<file path="config.mk">
export PLATFORM = sky130hd
export DESIGN_NAME = bus_return_controller
export DESIGN_NICKNAME = d
export VERILOG_FILES = /design/src/rtl/chipset_bus_pkg.sv /design/src/rtl/bus_src_priority_enc.sv /design/src/rtl/bus_return_controller.sv
export SDC_FILE = /design/constraint.sdc
export NUM_CORES = 1
export LEC_CHECK = 0
export CAP_MARGIN = 10
export CORE_AREA = 5 5 74 76
export CTS_CLUSTER_SIZE = 25
export DETAILED_ROUTE_END_ITERATION = 6
export DIE_AREA = 0 0 79 81
export GPL_TIMING_DRIVEN = 0
export PLACE_DENSITY = 0.79
export RECOVER_POWER = 50
export SETUP_SLACK_MARGIN = 0.2
export SYNTH_ARGS = -nofsm -noshare
export SYNTH_HDL_FRONTEND = slang
export SYNTH_HIERARCHICAL = 1
export SYNTH_SLANG_ARGS = --single-unit
</file>
<file path="constraint.sdc">
create_clock -name clock -period 1.5 [get_ports clock]
set_input_delay 0.3 -clock clock [delete_from_list [all_inputs] [get_ports clock]]
set_output_delay 0.3 -clock clock [all_outputs]
set_load 0.05 [all_outputs]
</file>
<file path="src/rtl/chipset_bus_pkg.sv">
// Shared types and constants for the XT chipset bus return path.
package chipset_bus_pkg;

    typedef enum logic [1:0] {
        IDLE,
        WAIT,
        HOLD,
        DONE
    } bus_state_t;

    localparam int DATA_W_DEFAULT = 8;

    // Index used for "no internal source selected", i.e. the external bus.
    function automatic int src_none(input int num_src);
        return num_src;
    endfunction

endpackage

</file>
<file path="src/rtl/bus_src_priority_enc.sv">
// Priority encoder for source decode hits: lowest set index wins, NUM_SRC when none are set.
module bus_src_priority_enc #(
    parameter int NUM_SRC = 4,
    parameter int IDX_W   = $clog2(NUM_SRC) + 1
) (
    input  logic [NUM_SRC-1:0] select,
    output logic [IDX_W-1:0]   index
);

    always_comb begin
        index = IDX_W'(NUM_SRC);
        for (int i = NUM_SRC - 1; i >= 0; i--) begin
            if (select[i]) begin
                index = IDX_W'(i);
            end
        end
    end

endmodule

</file>
<file path="src/rtl/bus_return_controller.sv">
// Read-data return path and READY generator with per-source wait states.
// Optional forced completion of stuck accesses is enabled by defining BUS_TIMEOUT_EN.
module bus_return_controller
    import chipset_bus_pkg::*;
#(
    parameter int NUM_SRC   = 4,
    parameter int DATA_W    = DATA_W_DEFAULT,
    parameter int WAIT_W    = 3,
    parameter int TIMEOUT_W = 8
) (
    input  logic                        clock,
    input  logic                        reset_n,
    input  logic                        io_read_n,
    input  logic                        io_write_n,
    input  logic                        memory_read_n,
    input  logic                        memory_write_n,
    input  logic [NUM_SRC-1:0]          src_select,
    input  logic [NUM_SRC*DATA_W-1:0]   src_data,
    input  logic [NUM_SRC-1:0]          src_ready,
    input  logic [NUM_SRC*WAIT_W-1:0]   src_wait,
    input  logic [DATA_W-1:0]           ext_data_in,
    input  logic                        ext_ready,
    output logic [DATA_W-1:0]           data_bus_out,
    output logic                        data_bus_direction,
    output logic                        processor_ready,
    output logic [$clog2(NUM_SRC):0]    active_src,
    output logic                        bus_timeout
);

    localparam int IDX_W = $clog2(NUM_SRC) + 1;
    localparam logic [IDX_W-1:0] NONE_IDX = IDX_W'(src_none(NUM_SRC));

    bus_state_t        state;
    logic [WAIT_W-1:0] wait_cnt;
    logic              is_read;
    logic              prev_all_high;

    logic              all_high;
    logic              is_read_now;
    logic              cycle_start;
    logic [IDX_W-1:0]  enc_idx;
    logic [WAIT_W-1:0] sel_wait;
    logic [DATA_W-1:0] cur_data;
    logic              cur_ready;

    assign all_high    = io_read_n & io_write_n & memory_read_n & memory_write_n;
    assign is_read_now = ~io_read_n | ~memory_read_n;
    assign cycle_start = prev_all_high & ~all_high;

    bus_src_priority_enc #(
        .NUM_SRC (NUM_SRC),
        .IDX_W   (IDX_W)
    ) u_prio (
        .select (src_select),
        .index  (enc_idx)
    );

    // Wait count of the source about to be latched; the external bus has none.
    always_comb begin
        sel_wait = '0;
        for (int i = 0; i < NUM_SRC; i++) begin
            if (enc_idx == IDX_W'(i)) begin
                sel_wait = src_wait[i*WAIT_W +: WAIT_W];
            end
        end
    end

    always_comb begin
        cur_data  = ext_data_in;
        cur_ready = ext_ready;
        for (int i = 0; i < NUM_SRC; i++) begin
            if (active_src == IDX_W'(i)) begin
                cur_data  = src_data[i*DATA_W +: DATA_W];
                cur_ready = src_ready[i];
            end
        end
    end

`ifdef BUS_TIMEOUT_EN
    localparam logic [TIMEOUT_W-1:0] TMO_LAST = ~TIMEOUT_W'(1);
    logic [TIMEOUT_W-1:0] tmo_cnt;
`else
    assign bus_timeout = 1'b0;
`endif

    always_ff @(posedge clock or negedge reset_n) begin
        if (!reset_n) begin
            state              <= IDLE;
            wait_cnt           <= '0;
            is_read            <= 1'b0;
            prev_all_high      <= 1'b1;
            active_src         <= NONE_IDX;
            data_bus_out       <= '0;
            data_bus_direction <= 1'b0;
            processor_ready    <= 1'b1;
`ifdef BUS_TIMEOUT_EN
            tmo_cnt            <= '0;
            bus_timeout        <= 1'b0;
`endif
        end else begin
            prev_all_high <= all_high;
`ifdef BUS_TIMEOUT_EN
            bus_timeout   <= 1'b0;
`endif
            // Strobes released before completion abandon the access without a timeout.
            if ((state == WAIT || state == HOLD) && all_high) begin
                state              <= IDLE;
                wait_cnt           <= '0;
                processor_ready    <= 1'b1;
                data_bus_direction <= 1'b0;
            end else begin
                case (state)
                    IDLE: begin
                        if (cycle_start) begin
                            active_src         <= enc_idx;
                            is_read            <= is_read_now;
                            data_bus_direction <= is_read_now && (enc_idx == NONE_IDX);
                            processor_ready    <= 1'b0;
`ifdef BUS_TIMEOUT_EN
                            tmo_cnt            <= '0;
`endif
                            if (sel_wait != '0) begin
                                wait_cnt <= sel_wait;
                                state    <= WAIT;
                            end else begin
                                state    <= HOLD;
                            end
                        end
                    end
                    WAIT: begin
                        wait_cnt <= wait_cnt - WAIT_W'(1);
                        if (wait_cnt == WAIT_W'(1)) begin
                            state <= HOLD;
                        end
                    end
                    HOLD: begin
                        if (is_read) begin
                            data_bus_out <= cur_data;
                        end
                        if (cur_ready) begin
                            state           <= DONE;
                            processor_ready <= 1'b1;
                        end
`ifdef BUS_TIMEOUT_EN
                        else if (tmo_cnt == TMO_LAST) begin
                            state           <= DONE;
                            processor_ready <= 1'b1;
                            bus_timeout     <= 1'b1;
                            if (is_read) begin
                                data_bus_out <= '1;
                            end
                        end else begin
                            tmo_cnt <= tmo_cnt + TIMEOUT_W'(1);
                        end
`endif
                    end
                    DONE: begin
                        if (all_high) begin
                            state              <= IDLE;
                            data_bus_direction <= 1'b0;
                        end
                    end
                    default: state <= IDLE;
                endcase
            end
        end
    end

endmodule
</file>
**After elaboration in Yosys (flattened, before gate mapping)**

Cells that the tools add are included.

- Bitwise logic cells: 9
- Reductions and logical operators: 16
- Mux-type cells: 35
- Equality and inequality tests: 16
- $add $sub $neg: 1

Operators with widths:

| cell | count |
|---|---|
| $mux 3 | 11 |
| $mux 8 | 4 |
| $reduce_and 3->1 | 5 |
| $eq 3x2->1 const B | 4 |
| $mux 2 | 6 |
| $reduce_bool 3->1 | 4 |
| $mux 1 | 10 |
| $eq 3x1->1 const B | 3 |
| $ne 3x3->1 const B | 3 |
| $pmux 2 s4 | 1 |
| $logic_not 3->1 | 2 |
| $pmux 3 s2 | 1 |
| $and 1x1->1 | 4 |
| $eq 2x2->1 const B | 2 |
| $not 1->1 | 4 |
| $pmux 1 s2 | 2 |
| $reduce_and 4->1 | 1 |
| $eq 3x3->1 const B | 1 |
| $ne 3x1->1 const B | 1 |
| $ne 3x2->1 const B | 1 |
| $sub 3x1->3 const B | 1 |
| $eq 2x1->1 const B | 1 |
| $logic_and 1x1->1 | 2 |
| $logic_not 2->1 | 1 |
| 2 further kinds | 2 |

- Register bits after elaboration: 20
- Output and inout port bits: 14
- Logic and storage cells: 85

**Longest topological paths before layout**

- Word-level depth: 14
- Gate-level depth with buffers: 8
- Mapped depth without buffers: 7

**By module**

Netlist, hierarchy kept.

Modules (own cells, without submodules):

| module | sequential area each (µm²) | cells each | times used | area an instance (µm²) |
|---|---|---|---|---|
| bus_return_controller | 504.2 | 191 | 1 | 1646.6 |
| bus_src_priority_enc | 0.0 | 6 | 1 | 36.3 |

**Worst setup path after synthesis**

Ideal clock, no wire load.

- Path kind: register to register
- Start: reg active_src[0]
- End: reg state[0]
- Arrival time: 1.774 ns
- Path buffers: 2
- Data required time: 1.375 ns
- Clock period less this slack: 1.899 ns
- Stages on the path, launching flop included: 8
- Slack: -0.399 ns
- Library setup time: 0.125 ns
- Cells stage by stage: dfrtp_1 -> buf_4 -> nand3b_1 -> buf_4 -> o221ai_2 -> a31oi_1 -> nand3b_4 -> mux2_4

- Cells in the longest elaborated chain, start to end: 7
- Elaborated cells on any way between the ends: 10
- Classes of those cells: eq/ne (4); mux (4); reduce/logical (2)

Ends and longest elaborated chain:

| item | RTL line | RTL |
|---|---|---|
| start, declared | bus_return_controller.sv:26 | `output logic [$clog2(NUM_SRC):0] active_src,` |
| start signal, assigned | bus_return_controller.sv:115 | `active_src <= enc_idx;` |
| $logic_not 3->1 | bus_return_controller.sv:72 | `if (active_src == IDX_W'(i)) begin` |
| $mux 1 (3 in a row) | bus_return_controller.sv:72 |  |
| $mux 1 * | bus_return_controller.sv:72 |  |
| $ne 3x2->1 (no line) * | -- |  |
| $reduce_and 4->1 (no line) * | -- |  |
| end signal, assigned | bus_return_controller.sv:88 | `state <= IDLE;` |
| end signal, assigned | bus_return_controller.sv:107 | `state <= IDLE;` |
| end signal, assigned | bus_return_controller.sv:124 | `state <= WAIT;` |
| end, declared | bus_return_controller.sv:33 | `bus_state_t state;` |

Mark *: on every way between the ends. The rest lies on a longest branch, timed or not.
A chain may end at the register's enable or synchronous reset.

**Worst setup path after layout**

- Start: reg active_src[2]
- End: reg state[0]

The elaborated chain is that of the path after synthesis.

==> results.yml <==
sta:
  hold_viol_final: 0
  finalCritPeriodShare: 1.20
  drv_slew: 0
  setup_viol: 16
  worst_slew_pin_slew_ns: 1.09
  max_freq_ghz: 0.556
  fin_crit_ns: 1.80
  fin_ws_ns: -0.299
  relSlewSlack: 0.273
  rsz0062_at_grt: "yes"
  finClkSkew_ns: 0.00752
grt:
  antenna_found_initial: 0
  track_usage: 0.170
  first_global_vias: 1900
  grt_pass1_wl_um: 8630
  grt_overflow: 0
  grt_max_degree: 21
worst_setup_path:
  critPathRequiredTime_ns: 1.66
  cp_cell_sequence: "nand3b_1, buf_6, o221ai_4, a31oi_4, nand3b_4, mux2_4"
  path_class: "flop to flop"
  worst-path-stages: 6
  cp_slowest_cell: "dfstp_4"
  crit_arrival_ns: 1.96
  startpoint_type: "flop"
  critPathCaptureType: "flop"
  worstRegToRegCells: 6
  path_buf_inv: 1
  r2r_setup_slack_ns: -0.30
  critical-path-top-delay-family: "flip-flops"
  path_max_fanout: 5
  critical-path-max-stage-delay_ns: 0.65
outcome:
  status: "finished, violations left"
  failed_checks: "negative setup slack"
logic_synthesis:
  syn_area_um2: 1680
  yosysTopAreaCell: "dfrtp_1"
  synth_area_leaders: "dfrtp_1, mux2i_1, nand2_1, dfstp_2, ha_1"
  ys_types: 46
  yosys.area.top_type_share: 0.253
  yosysMostFrequentCell: "nand2_1"
  synth_edf_count: 0
  synth-seq-cells: 20
  ys_top_cells_by_count: "nand2_1, dfrtp_1, mux2i_1, o21ai_0, nor2_1"
  synth-async-reset-ratio: 1.00
  synth_seq_area_share: 0.300
  synth-main-ff-cell: "dfrtp_1"
  syn_nets: 270
  avgSynthCellArea_um2: 8.54
  ys_warn_count: 6
  synthCells: 197
clocking:
  clock_path_buffers: 2
  cts.sinks: 20
  root_buffer: "clkbuf_8"
  htree_levels: 1
  ctsHoldBuffers: 0
  clk_pin_slew_worst_paths_ns: 0.08
  clk_latency_ns: 0.27
  cts_buffers: 3
  cts_tree: "yes"
routing:
  drt_iter0_markers: 205
  wl_per_cell_um: 19.1
  drt_first_pass_iters: 6
  totalWireLength_um: 6900
  vias: 2040
  drtAntennaViolNets: 0
  vias_per_cell: 5.65
  drc: 0
power:
  ir_drop_mv: 1.07
  power.leakage_nw: 1.35
  fin_total_pwr_mw: 5.83
  power_density_nw_per_um2: 1810
place:
  hpwl_um: 4280
  gp_congestion: 0.889
  numPortBuffers: 79
  pre_cts_ws_ns: -0.968
min_path:
  hp-class: "primary input to asynchronous set/reset pin"
layout:
  antenna_cells: 0
  regArea_um2: 510
  multiInputGateArea_um2: 1350
  drive_above_1_share: 0.410
  fill_cells: 343
  fin_nets: 381
  area_growth_pct: 91.4
job:
  max_cap_viol_count: 0
floorplanning:
  io_pins: 81
  dieArea_um2: 6400
  start_util: 0.361
  core_um2: 4660
  fp.dieW_um: 79
  num_rows: 25
  die_y_um: 81
-- layout by cell type, fill, tap and decap left out, types with 3 or more instances in the layout --
cell             netlist  final
o31ai_1                4      4
buf_2                  8     11
mux2i_1               14      8
nand3b_1               3      3
ha_1                   6      4
inv_1                 12      8
nand3_1                3      3
nor2_1                13     12
o21ai_0               14      5
o21ai_2                0      3
o21ai_1                6     11
nor3b_2                0      3
clkbuf_8               0      3
o211ai_1               3      3
buf_4                  3     21
a22oi_2                0      4
mux2i_2                0      5
nand2_2                2      3
buf_8                  0      7
dlygate4sd2_1          0      4
a21oi_2                0      5
buf_6                  1     11
a221oi_2               0      4
a21oi_1                9      4
clkdlybuf4s50_1        0     57
inv_2                  0      3
dfrtp_1               17     15
mux2_4                 1      4
nand2_1               25     23
-- what timing repair did --
| action | CTS | global route |
|---|---|---|
| buffers inserted | 10 | 14 |
| cloned | 0 | 3 |
| setup endpoints to repair | 32 | 29 |
| pin swaps | 12 | 10 |
| resized for setup | 93 | 89 |
-- report_power, final --
group	switching, mW	leakage, nW	internal, mW
Combinational	2.36	1.08	1.91
Sequential	0.202	0.241	0.808
Clock	0.197	0.0357	0.357
-- per-stage QoR --
step | hold slack, ns | std cells | instance area [um^2] | util | TNS (ns)
2_1_floorplan | 0.00441 | 197 | 1760 | - | -1.29
3_3_place_gp | 0.463 | 330 | 2620 | 0.561 | -9.56
3_5_place_dp | 0.459 | 330 | 2620 | 0.561 | -10.01
4_1_cts | 0.361 | 344 | 2840 | 0.608 | -1.63
5_1_grt | 0.311 | 361 | 3220 | 0.691 | -3.17
6_report | 0.211 | 361 | 3220 | 0.691 | -1.87
-- metal layers --
metal	track usage	wire length [um]	part of all wire
met5	0	0	0
met1	0.207	2520	0.36
met4	0.0773	269	0.039
met3	0.0288	533	0.077
met2	0.295	3580	0.52
-- area by class of cell --
cell class                 instances  share of cell area
multi-input combinational        151               0.420
tap                               54              0.0210
buffer                            13              0.0513
inverter                          13              0.0167
clock buffer                       3              0.0128
timing repair buffer             106               0.310
clock inverter                     1             0.00932
sequential                        20               0.158
-- cells by family after synthesis --
family | share of synthesized area
multiplexers | 0.126
AND/OR/NAND/NOR | 0.221
flip-flops | 0.300
other | 0.00223
AO/OA/AOI/OAI | 0.231
adder cells (fa/ha/maj) | 0.0446
buffers and inverters | 0.0758
-- state kept, by name, summed over array words and instances (netlist names) --
register	cells
prev_all_high	1
is_read	1
wait_cnt	3
data_bus_out	8
processor_ready	1
active_src	3
state	2
data_bus_direction	1
-- final timing paths --
path | endpoint | start
max in group asynchronous | active_src[1] | reset_n
hold / removal | state[1] | reset_n
setup reg to reg | state[0] | active_src[2]
setup / recovery | state[0] | active_src[2]
min in group clock | active_src[2] | src_select[3]
hold reg to reg | data_bus_out[6] | data_bus_out[6]
Note: power is estimated with default switching activity, not from simulation.
